--- src/rtl/awg_seq_pkg.sv ---
// Shared types for the AWG preset sequencer.
// Entry layout: {wave, freq, dwell}, 38 bits.
package awg_seq_pkg;

    localparam int FREQ_W  = 20;
    localparam int WAVE_W  = 2;
    localparam int DWELL_W = 16;

    typedef enum logic [1:0] {
        S_IDLE,
        S_LOAD,
        S_RUN,
        S_WAIT_WRAP
    } state_t;

    typedef struct packed {
        logic [WAVE_W-1:0]  wave;
        logic [FREQ_W-1:0]  freq;
        logic [DWELL_W-1:0] dwell;
    } entry_t;

    // Dwell of 0 ms plays as 1 ms.
    function automatic logic [DWELL_W-1:0] dwell_eff(
        input logic [DWELL_W-1:0] d
    );
        return (d == '0) ? DWELL_W'(1) : d;
    endfunction

endpackage

--- src/rtl/awg_seq_table.sv ---
// Sequencer entry RAM: sync write, registered read-before-write port.
// Per-entry valid bits make the table read as zero after reset.
module awg_seq_table
    import awg_seq_pkg::*;
#(
    parameter int DEPTH = 8,
    parameter int AW    = $clog2(DEPTH)
) (
    input  logic          clk,
    input  logic          rst_n,
    input  logic          wr_en,
    input  logic [AW-1:0] wr_addr,
    input  entry_t        wr_data,
    input  logic          rd_en,
    input  logic [AW-1:0] rd_addr,
    output entry_t        rd_data
);

    entry_t             mem [DEPTH];
    logic [DEPTH-1:0]   vld;

    always_ff @(posedge clk) begin
        if (wr_en)
            mem[wr_addr] <= wr_data;
    end

    always_ff @(posedge clk or negedge rst_n) begin
        if (!rst_n) begin
            vld     <= '0;
            rd_data <= '0;
        end else begin
            if (wr_en)
                vld[wr_addr] <= 1'b1;
            if (rd_en)
                rd_data <= vld[rd_addr] ? mem[rd_addr] : '0;
        end
    end

endmodule

--- src/rtl/awg_sequencer.sv ---
// AWG preset sequencer: plays table entries for their dwell time.
// AWG_SEQ_WRAP_SYNC_EN: defer entry changes to a phase-accumulator wrap.
module awg_sequencer
    import awg_seq_pkg::*;
#(
    parameter int DEPTH  = 8,
    parameter int MS_DIV = 100000,
    parameter int AW     = $clog2(DEPTH)
) (
    input  logic              clk,
    input  logic              rst_n,
    input  logic              wr_en,
    input  logic [AW-1:0]     wr_addr,
    input  logic [WAVE_W-1:0] wr_wave,
    input  logic [FREQ_W-1:0] wr_freq,
    input  logic [DWELL_W-1:0] wr_dwell,
    input  logic [AW-1:0]     last_idx,
    input  logic              loop_en,
    input  logic              start,
    input  logic              stop,
    input  logic              phase_msb,
    output logic [FREQ_W-1:0] freq_out,
    output logic [WAVE_W-1:0] wave_sel,
    output logic [AW-1:0]     cur_idx,
    output logic              busy,
    output logic              step_pulse,
    output logic              done
);

    localparam int PW = (MS_DIV > 1) ? $clog2(MS_DIV) : 1;
    localparam logic [PW-1:0] PRE_LAST = PW'(MS_DIV - 1);

    state_t              state;
    logic [AW-1:0]       idx;
    logic [PW-1:0]       pre;
    logic [DWELL_W-1:0]  cnt;
    entry_t              entry_q;
    logic                rd_en;
    logic                more;
    logic [AW-1:0]       nxt_idx;
    logic                wrap_wait;
    logic                wrap;
    logic [DWELL_W-1:0]  dwell_last;

    awg_seq_table #(
        .DEPTH (DEPTH),
        .AW    (AW)
    ) u_table (
        .clk     (clk),
        .rst_n   (rst_n),
        .wr_en   (wr_en),
        .wr_addr (wr_addr),
        .wr_data ({wr_wave, wr_freq, wr_dwell}),
        .rd_en   (rd_en),
        .rd_addr (idx),
        .rd_data (entry_q)
    );

    assign freq_out = entry_q.freq;
    assign wave_sel = entry_q.wave;
    assign rd_en    = (state == S_LOAD) && !stop;

`ifdef AWG_SEQ_WRAP_SYNC_EN
    logic phase_q;

    always_ff @(posedge clk or negedge rst_n) begin
        if (!rst_n)
            phase_q <= 1'b0;
        else
            phase_q <= phase_msb;
    end

    assign wrap      = phase_q & ~phase_msb;
    assign wrap_wait = (entry_q.freq != '0);
`else
    logic unused_phase;

    assign unused_phase = phase_msb;
    assign wrap         = 1'b0;
    assign wrap_wait    = 1'b0;
`endif

    // last_idx below the current index makes this entry the last one.
    always_comb begin
        more       = (idx < last_idx) || loop_en;
        nxt_idx    = (idx < last_idx) ? idx + AW'(1) : '0;
        dwell_last = dwell_eff(entry_q.dwell) - DWELL_W'(1);
    end

    always_ff @(posedge clk or negedge rst_n) begin
        if (!rst_n) begin
            state      <= S_IDLE;
            idx        <= '0;
            cur_idx    <= '0;
            pre        <= '0;
            cnt        <= '0;
            busy       <= 1'b0;
            step_pulse <= 1'b0;
            done       <= 1'b0;
        end else begin
            step_pulse <= 1'b0;
            done       <= 1'b0;
            if (stop) begin
                state <= S_IDLE;
                busy  <= 1'b0;
            end else begin
                unique case (state)
                    S_IDLE: begin
                        if (start) begin
                            state <= S_LOAD;
                            idx   <= '0;
                            busy  <= 1'b1;
                        end
                    end
                    S_LOAD: begin
                        cur_idx    <= idx;
                        step_pulse <= 1'b1;
                        pre        <= '0;
                        cnt        <= '0;
                        state      <= S_RUN;
                    end
                    S_RUN: begin
                        if (pre != PRE_LAST) begin
                            pre <= pre + PW'(1);
                        end else begin
                            pre <= '0;
                            if (cnt != dwell_last) begin
                                cnt <= cnt + DWELL_W'(1);
                            end else if (wrap_wait) begin
                                state <= S_WAIT_WRAP;
                            end else if (more) begin
                                idx   <= nxt_idx;
                                state <= S_LOAD;
                            end else begin
                                done  <= 1'b1;
                                busy  <= 1'b0;
                                state <= S_IDLE;
                            end
                        end
                    end
                    S_WAIT_WRAP: begin
                        if (wrap) begin
                            if (more) begin
                                idx   <= nxt_idx;
                                state <= S_LOAD;
                            end else begin
                                done  <= 1'b1;
                                busy  <= 1'b0;
                                state <= S_IDLE;
                            end
                        end
                    end
                endcase
            end
        end
    end

endmodule

--- config.mk ---
export PLATFORM = sky130hd
export DESIGN_NAME = awg_sequencer
export DESIGN_NICKNAME = d
export VERILOG_FILES = /design/src/rtl/awg_seq_pkg.sv /design/src/rtl/awg_seq_table.sv /design/src/rtl/awg_sequencer.sv
export SDC_FILE = /design/constraint.sdc
export NUM_CORES = 1
export LEC_CHECK = 0
export CAP_MARGIN = 30
export CORE_ASPECT_RATIO = 0.8
export CORE_MARGIN = 8
export CORE_UTILIZATION = 60
export DETAILED_ROUTE_END_ITERATION = 8
export PLACE_DENSITY = 0.82
export SYNTH_ARGS = -nofsm -noshare
export SYNTH_HDL_FRONTEND = slang
export SYNTH_SLANG_ARGS = --single-unit
export TNS_END_PERCENT = 5
--- constraint.sdc ---
create_clock -name clk -period 4.5 [get_ports clk]
set_clock_uncertainty 0.1 [all_clocks]
set_input_delay 0.675 -clock clk [delete_from_list [all_inputs] [get_ports clk]]
set_output_delay 0.675 -clock clk [all_outputs]
set_load 0.01 [all_outputs]
# [After elaboration in Yosys (flattened, before gate mapping)]
# Memory sizes are Yosys's and may differ from the RTL's.
# Cells that the tools add are included.
[word_totals] reg_bits=90 ramBits=304 inputBits=51 output_inout_bits=28 memories=1
[mem_list] name="u_table.mem" depth=8 width=38 rd=1 rd_clocked_by_memory_dff=0 write_ports=1 line_no="awg_seq_table.sv:19" rtl="entry_t mem [DEPTH];"
[classes] n_addsub=4 magnitude_cmp=4 n_eq_ne=15 mux=38 bitwise_logic=2 reduce_logical=15
[ops] operator="16-bit 2-to-1 mux" n=3
[ops] operator="38-bit 2-to-1 mux" n=1
[ops] operator="17-bit case mux with 2 select lines" n=1
[ops] operator="16-bit case mux with 2 select lines" n=1
[ops] operator="17-bit by 1-bit adder with 17-bit output, second input constant" n=1
[ops] operator="1-bit 2-to-1 mux" n=17
[ops] operator="17-bit 2-to-1 mux" n=1
[ops] operator="17-bit != test, second input constant" n=1
[ops] operator="16-bit by 1-bit adder with 16-bit output, second input constant" n=1
[ops] operator="16-bit zero test" n=1
[ops] operator="16-bit != test" n=1
[ops] operator="16-bit by 1-bit subtractor with 16-bit output, second input constant" n=1
[ops] operator="3-bit 2-to-1 mux" n=5
[ops] operator="2-bit != test, second input constant" n=6
[ops] operator="3-bit != test, second input constant" n=4
[ops] operator="3-bit by 4-bit less-than comparator with 1-bit output, second input constant" n=2
[ops] operator="2-bit 2-to-1 mux" n=4
[ops] operator="8-bit bitwise OR" n=1
[ops] operator="4-bit AND reduction" n=2
[ops] operator="2-bit case mux with 3 select lines" n=1
[ops] operator="3-bit case mux with 2 select lines" n=1
[ops] operator="6-bit AND reduction" n=1
[ops] operator="5-bit AND reduction" n=1
[ops] operator="2-bit == test, second input constant" n=2
[ops] operator="other kinds (15)" n=18

# [Logic depth before layout (Yosys ltp)]
[logic_depth] ltp_word=8 ltp_mapped=16 depth_no_buf=12

# [Cells and area by module]
# Synthesis repeated with hierarchy kept, for this count alone.
[unflattened] hier_cells=987 hier_area_um2=16737.3
[modules_own_cells] module="awg_seq_table" n_inst=1 cells_each=604 area_per_inst_um2=13499.2 seq_area_each_um2=10279.9
[modules_own_cells] module="awg_sequencer" n_inst=1 cells_each=383 area_per_inst_um2=3238.1 seq_area_each_um2=1101.1

# [Least setup slack after synthesis]
# No wires, ideal clock.
[synth_timing] path_type="reg-to-reg" start="reg u_table.rd_data[4] (netlist bit)" end="reg cnt[13]" setup_ps=143 arrival_time_ps=3865 required_ps=4257 path_slack_ps=392 path_stages_with_launch=17 path_cell_list="dfrtp_1 -> buf_6 -> or4_4 -> buf_6 -> nor4_1 -> a21oi_1 -> ha_1 -> or3b_1 -> clkbuf_1 -> xnor2_1 -> or4_1 -> a22oi_4 -> nand4b_4 -> o41ai_4 -> buf_6 -> or3_1 -> a21oi_2"
[synth_via] elab_chain_cells=6
[synth_lines] element="start: declaration" line_no="awg_seq_table.sv:16" rtl="output entry_t rd_data"
[synth_lines] element="start signal: assignment" line_no="awg_seq_table.sv:35" rtl="rd_data <= vld[rd_addr] ? mem[rd_addr] : '0;"
[synth_lines] element="16-bit zero test" line_no="awg_seq_pkg.sv:26" rtl="return (d == '0) ? DWELL_W'(1) : d;"
[synth_lines] element="16-bit 2-to-1 mux *" line_no="awg_seq_pkg.sv:26"
[synth_lines] element="16-bit by 1-bit subtractor with 16-bit output *" line_no="awg_sequencer.sv:87" rtl="dwell_last = dwell_eff(entry_q.dwell) - DWELL_W'(1);"
[synth_lines] element="16-bit != test *" line_no="awg_sequencer.sv:127" rtl="if (cnt != dwell_last) begin"
[synth_lines] element="2-bit != test (no source line) *"
[synth_lines] element="4-bit AND reduction (no source line) *"
[synth_lines] element="end signal: assignment" line_no="awg_sequencer.sv:128" rtl="cnt <= cnt + DWELL_W'(1);"
[synth_lines] element="end: declaration" line_no="awg_sequencer.sv:36" rtl="logic [DWELL_W-1:0] cnt;"
# Mark *: on every way between the ends. The rest lies on a longest branch, timed or not.
# A chain may end at the register's enable or synchronous reset.

# [Final worst setup path]
[layout_timing] start="reg u_table.rd_data[5] (netlist bit)" end="reg idx[1]"
[layout_via] elab_chain_cells=6
[layout_lines] element="16-bit zero test" line_no="awg_seq_pkg.sv:26"
[layout_lines] element="16-bit 2-to-1 mux *" line_no="awg_seq_pkg.sv:26"
[layout_lines] element="16-bit by 1-bit subtractor with 16-bit output *" line_no="awg_sequencer.sv:87"
[layout_lines] element="16-bit != test *" line_no="awg_sequencer.sv:127"
[layout_lines] element="2-bit != test (no source line) *"
[layout_lines] element="6-bit AND reduction (no source line) *"
[layout_lines] element="end signal: assignment" line_no="awg_sequencer.sv:132" rtl="idx <= nxt_idx;"
[layout_lines] element="end signal: assignment" line_no="awg_sequencer.sv:144" rtl="idx <= nxt_idx;"
[layout_lines] element="end: declaration" line_no="awg_sequencer.sv:34" rtl="logic [AW-1:0] idx;"
# Marked as above.

==> impl_results.rst <==
.. list-table::
   :header-rows: 1

   * - Metric
     - Value
   * - Post-synth ARST share
     - 22.84%
   * - Largest net degree at the start of global routing
     - 67
   * - Clock tree root buffer cell
     - clkbuf_16
   * - Number of synthesis warnings
     - 0
   * - Source-to-sink clock delay at the later pin of the worst-skew pair
     - 0.54 ns
   * - Layout cell share with drive strength beyond 1
     - 19.04%
   * - Residual overflow from global routing
     - 0
   * - End-of-flow core utilization
     - 70.15%
   * - Aggregate global-route resource usage
     - 20.85%
   * - H-tree levels
     - 2
   * - Sort of element at the start of the critical path
     - flop
   * - Wire length of the first global-routing pass
     - 53320 um
   * - Timing-limited maximum frequency
     - 0.2426 GHz
   * - DRC violation count after routing
     - 0
   * - Total length of routed wires
     - 34090 um
   * - Fin Setup TNS
     - 0 ns
   * - Final hold viol count
     - 0
   * - Cell seen most often among critical-path stages
     - a21oi_1
   * - Number of distinct library cells after synthesis
     - 63
   * - Worst Path Required
     - 4.81 ns
   * - Leading register cell type out of synthesis
     - edfxtp_1
   * - Nets@finish
     - 1137
   * - Critical Path Fanout Max
     - 11
   * - Leakage
     - 6.425 nW
   * - Setup repair bufs after CTS
     - 0
   * - Die height
     - 164.1 um
   * - Number of nets with antenna violations after detailed routing
     - 0
   * - Clock-pin transition on the worst setup and hold timing paths
     - 0.07 ns
   * - Cells along the critical path
     - or4_4 -> nor4_2 -> a21oi_1 -> ha_1 -> or4b_2 -> or3_1 -> nor4_1 -> nor3_1 -> buf_4 -> a21oi_1 -> nand4_1 -> a21o_1 -> mux2_1
   * - Layout filler cell count
     - 1643
   * - Pre-antenna DRT Iters
     - 5
   * - Share of the clock period used by the worst path after layout
     - 91.61%
   * - Vias in the first global route
     - 9228
   * - Clock Sinks
     - 394
   * - Die extent in x
     - 201.2 um
   * - Starting density of the core
     - 60.74%
   * - DR iter-0 viols
     - 801
   * - Slew at the pin closest to its max-slew limit
     - 0.9361 ns
   * - Ports placed on the boundary
     - 79
   * - Growth of design area from synthesis to finish
     - 15.50%
   * - Post-Synthesis Cell Area
     - 16460 um^2
   * - Routability Congestion
     - 0.8555
   * - Minimum hold slack
     - 0.1240 ns
   * - Overall power of the completed layout
     - 9.281 mW
   * - Shortest clock period the worst path allows after layout
     - 4.122 ns
   * - Total half-perimeter wirelength after legalization and detailed placement
     - 19470 um
   * - Kind of critical path
     - flop to flop
   * - Routed via count
     - 9037
   * - EDFF count, synth
     - 304
   * - Maximum root-to-sink buffer count
     - 3
   * - Number of vias per cell after detailed routing
     - 6.156
   * - Slack of the critical path
     - 0.3776 ns
   * - Arr. time, crit path
     - 4.43 ns
   * - Library cell contributing the largest single delay on the critical path
     - or4b_2
   * - Worst slew margin relative to its limit
     - 37.59%
   * - Gate count of the mapped netlist
     - 1004
   * - Setup repair after global routing missed its margin
     - false
   * - Post-DR wirelength/cell
     - 23.22 um
   * - IO Port Bufs
     - 77
   * - Number of cell rows
     - 54
   * - Yosys reg bits
     - 394
   * - Element type at the critical path end
     - flop
   * - Largest stage delay on the critical path
     - 0.64 ns
   * - Mapped Nets
     - 1066
   * - Path class of the lowest-slack min-delay path
     - input pin to async pin
   * - Outcome
     - finished, final reports clean
   * - Setup violation total in the final timing report
     - 0
   * - Die footprint
     - 33010 um^2
   * - Register area share after synthesis
     - 69.16%
   * - Number of buffers added by the clock tree synthesis step
     - 38
   * - IR Drop Worst-Case VDD
     - 0.0004064 V
   * - Mean post-synth cell area
     - 16.39 um^2
   * - Pwr per Cell Area
     - 488.3 nW/um^2
   * - Number of antenna violations at the first check in global routing
     - 1
   * - Final count of pins violating max slew
     - 0
   * - Maxcap violations
     - 0
   * - CTS tree
     - yes
   * - Floorplan core area
     - 27090 um^2
   * - Worst-case setup slack after placement
     - 0.2958 ns
[through the flow]
step	instance area (um^2)	std cells
after CTS	18990	1467
after global routing	19010	1468
after global placement	17600	1399
final	19010	1468
after detailed placement	17600	1399
after floorplan	16460	1004
[kinds of logic after synthesis]
logic type	after synthesis	share of synthesized area, %
mux	125	13.56
compound gates	121	4.707
flops	394	69.16
fa+ha+maj	11	0.8364
xor+xnor	23	1.224
simple gates	247	7.968
buf+inv	83	2.547
[synthesized netlist by cell type, types with 4 or more instances]
library cell  number  area [um^2]
or4b_2             4        40.04
nor4_1             7        43.79
buf_1              9        33.78
and3_1            10        62.56
or2_2             10        62.56
nand3_1           14        70.07
dfrtp_1           90         2252
a21oi_1           17        85.08
nand4_1            7        43.79
edfxtp_1         304         9129
mux2i_1           44        440.4
o22ai_1            4        25.02
xor2_1             8        70.07
inv_1             13        48.80
o31ai_1            9        67.56
clkbuf_1          33        123.9
buf_4             22        165.2
mux4_2            78         1757
a21oi_2            7        61.31
xnor2_1           15        131.4
o21ai_0           58        290.3
nor2_1            34        127.6
nand2b_1          10        62.56
or4_1              9        67.56
nor3_1            16        80.08
nor2b_1            6        37.54
or3_1             18        112.6
o21ai_1            7        35.03
nand2_1           83        311.6
ha_1              11        137.6
[cell type report]
| type | instances | area, um^2 | share of cell area, % |
|---|---|---|---|
| Multi-Input combinational cell | 527 | 4723 | 24.85 |
| Inverter | 14 | 52.55 | 0.2765 |
| Sequential cell | 394 | 11390 | 59.92 |
| Clock inverter | 25 | 392.9 | 2.067 |
| Timing Repair Buffer | 100 | 991.0 | 5.214 |
| Tap cell | 364 | 455.4 | 2.396 |
| Clock buffer | 43 | 999.7 | 5.260 |
| Antenna cell | 1 | 2.502 | 0.01317 |
[power by group]
group | internal, mW | switching, mW | total [mW]
sequential | 4.20 | 0.216 | 4.42
combinational | 0.589 | 0.759 | 1.35
clock | 2.14 | 1.38 | 3.51
total | 6.93 | 2.35 | 9.28
[timing repair]
item / 4_1_cts / 5_1_grt
gates resized for setup: 0 / 2
hold endpoints to repair: 0 / 0
endpoints found under the setup margin: 0 / 4
hold buffers: 0 / 0
[layout by cell type (no fill, tap or decap), drive strengths merged, types with 10 or more instances in the layout]
| cell type | count |
|---|---|
| a21oi | 24 |
| edfxtp | 304 |
| or4 | 10 |
| nand2 | 83 |
| or2 | 10 |
| mux4 | 78 |
| ha | 11 |
| nand3 | 14 |
| o21ai | 65 |
| clkinv | 13 |
| buf | 24 |
| nor3 | 16 |
| nor2 | 34 |
| inv | 16 |
| mux2i | 44 |
| nand2b | 10 |
| or3 | 19 |
| clkbuf | 43 |
| clkdlybuf4s50 | 76 |
| o31ai | 10 |
| xnor2 | 15 |
| dfrtp | 90 |
| and3 | 10 |
[per-layer routing]
| layer | part of all wire (%) | GRT usage, % | vias to the layer above |
|---|---|---|---|
| met5 | 0 | 0 | - |
| met4 | 1.9 | 5.876 | 0 |
| met3 | 5.5 | 4.021 | 49 |
| met2 | 50 | 35.40 | 288 |
| met1 | 42 | 27.53 | 4679 |
| li1 | - | - | 4021 |
[sequential cells by signal, summed over array words and instances, names as in the netlist]
signal and cells:
u_table.mem 304, u_table.rd_data 38, pre 17, cnt 16, u_table.vld 8, cur_idx 3
idx 3, state 2, busy 1, done 1, step_pulse 1
[worst max-delay path, delay by kind of cell (launching register included)]
family,cells,cell delay (ns)
adder cells (fa/ha/maj),1,0.24
flip-flops,1,0.47
multiplexers,1,0.31
AO/OA/AOI/OAI,3,0.65
AND/OR/NAND/NOR,7,2.03
buffers and inverters,1,0.19
[final timing paths]
check,from,to,cells after the start,slack (ns)
setup / recovery,u_table.rd_data[5]$_DFFE_PN0P_,idx[1]$_DFFE_PN0P_,13,0.38
hold / removal,rst_n,u_table.rd_data[11]$_DFFE_PN0P_,1,0.12
setup reg to reg,u_table.rd_data[5]$_DFFE_PN0P_,idx[1]$_DFFE_PN0P_,13,0.38
hold reg to reg,cur_idx[2]$_DFFE_PN0P_,cur_idx[2]$_DFFE_PN0P_,2,0.37
max in group asynchronous,rst_n,u_table.rd_data[25]$_DFFE_PN0P_,2,3.17
min in group clk,cur_idx[2]$_DFFE_PN0P_,cur_idx[2]$_DFFE_PN0P_,2,0.37
Note: power is estimated with default switching activity, not from simulation.
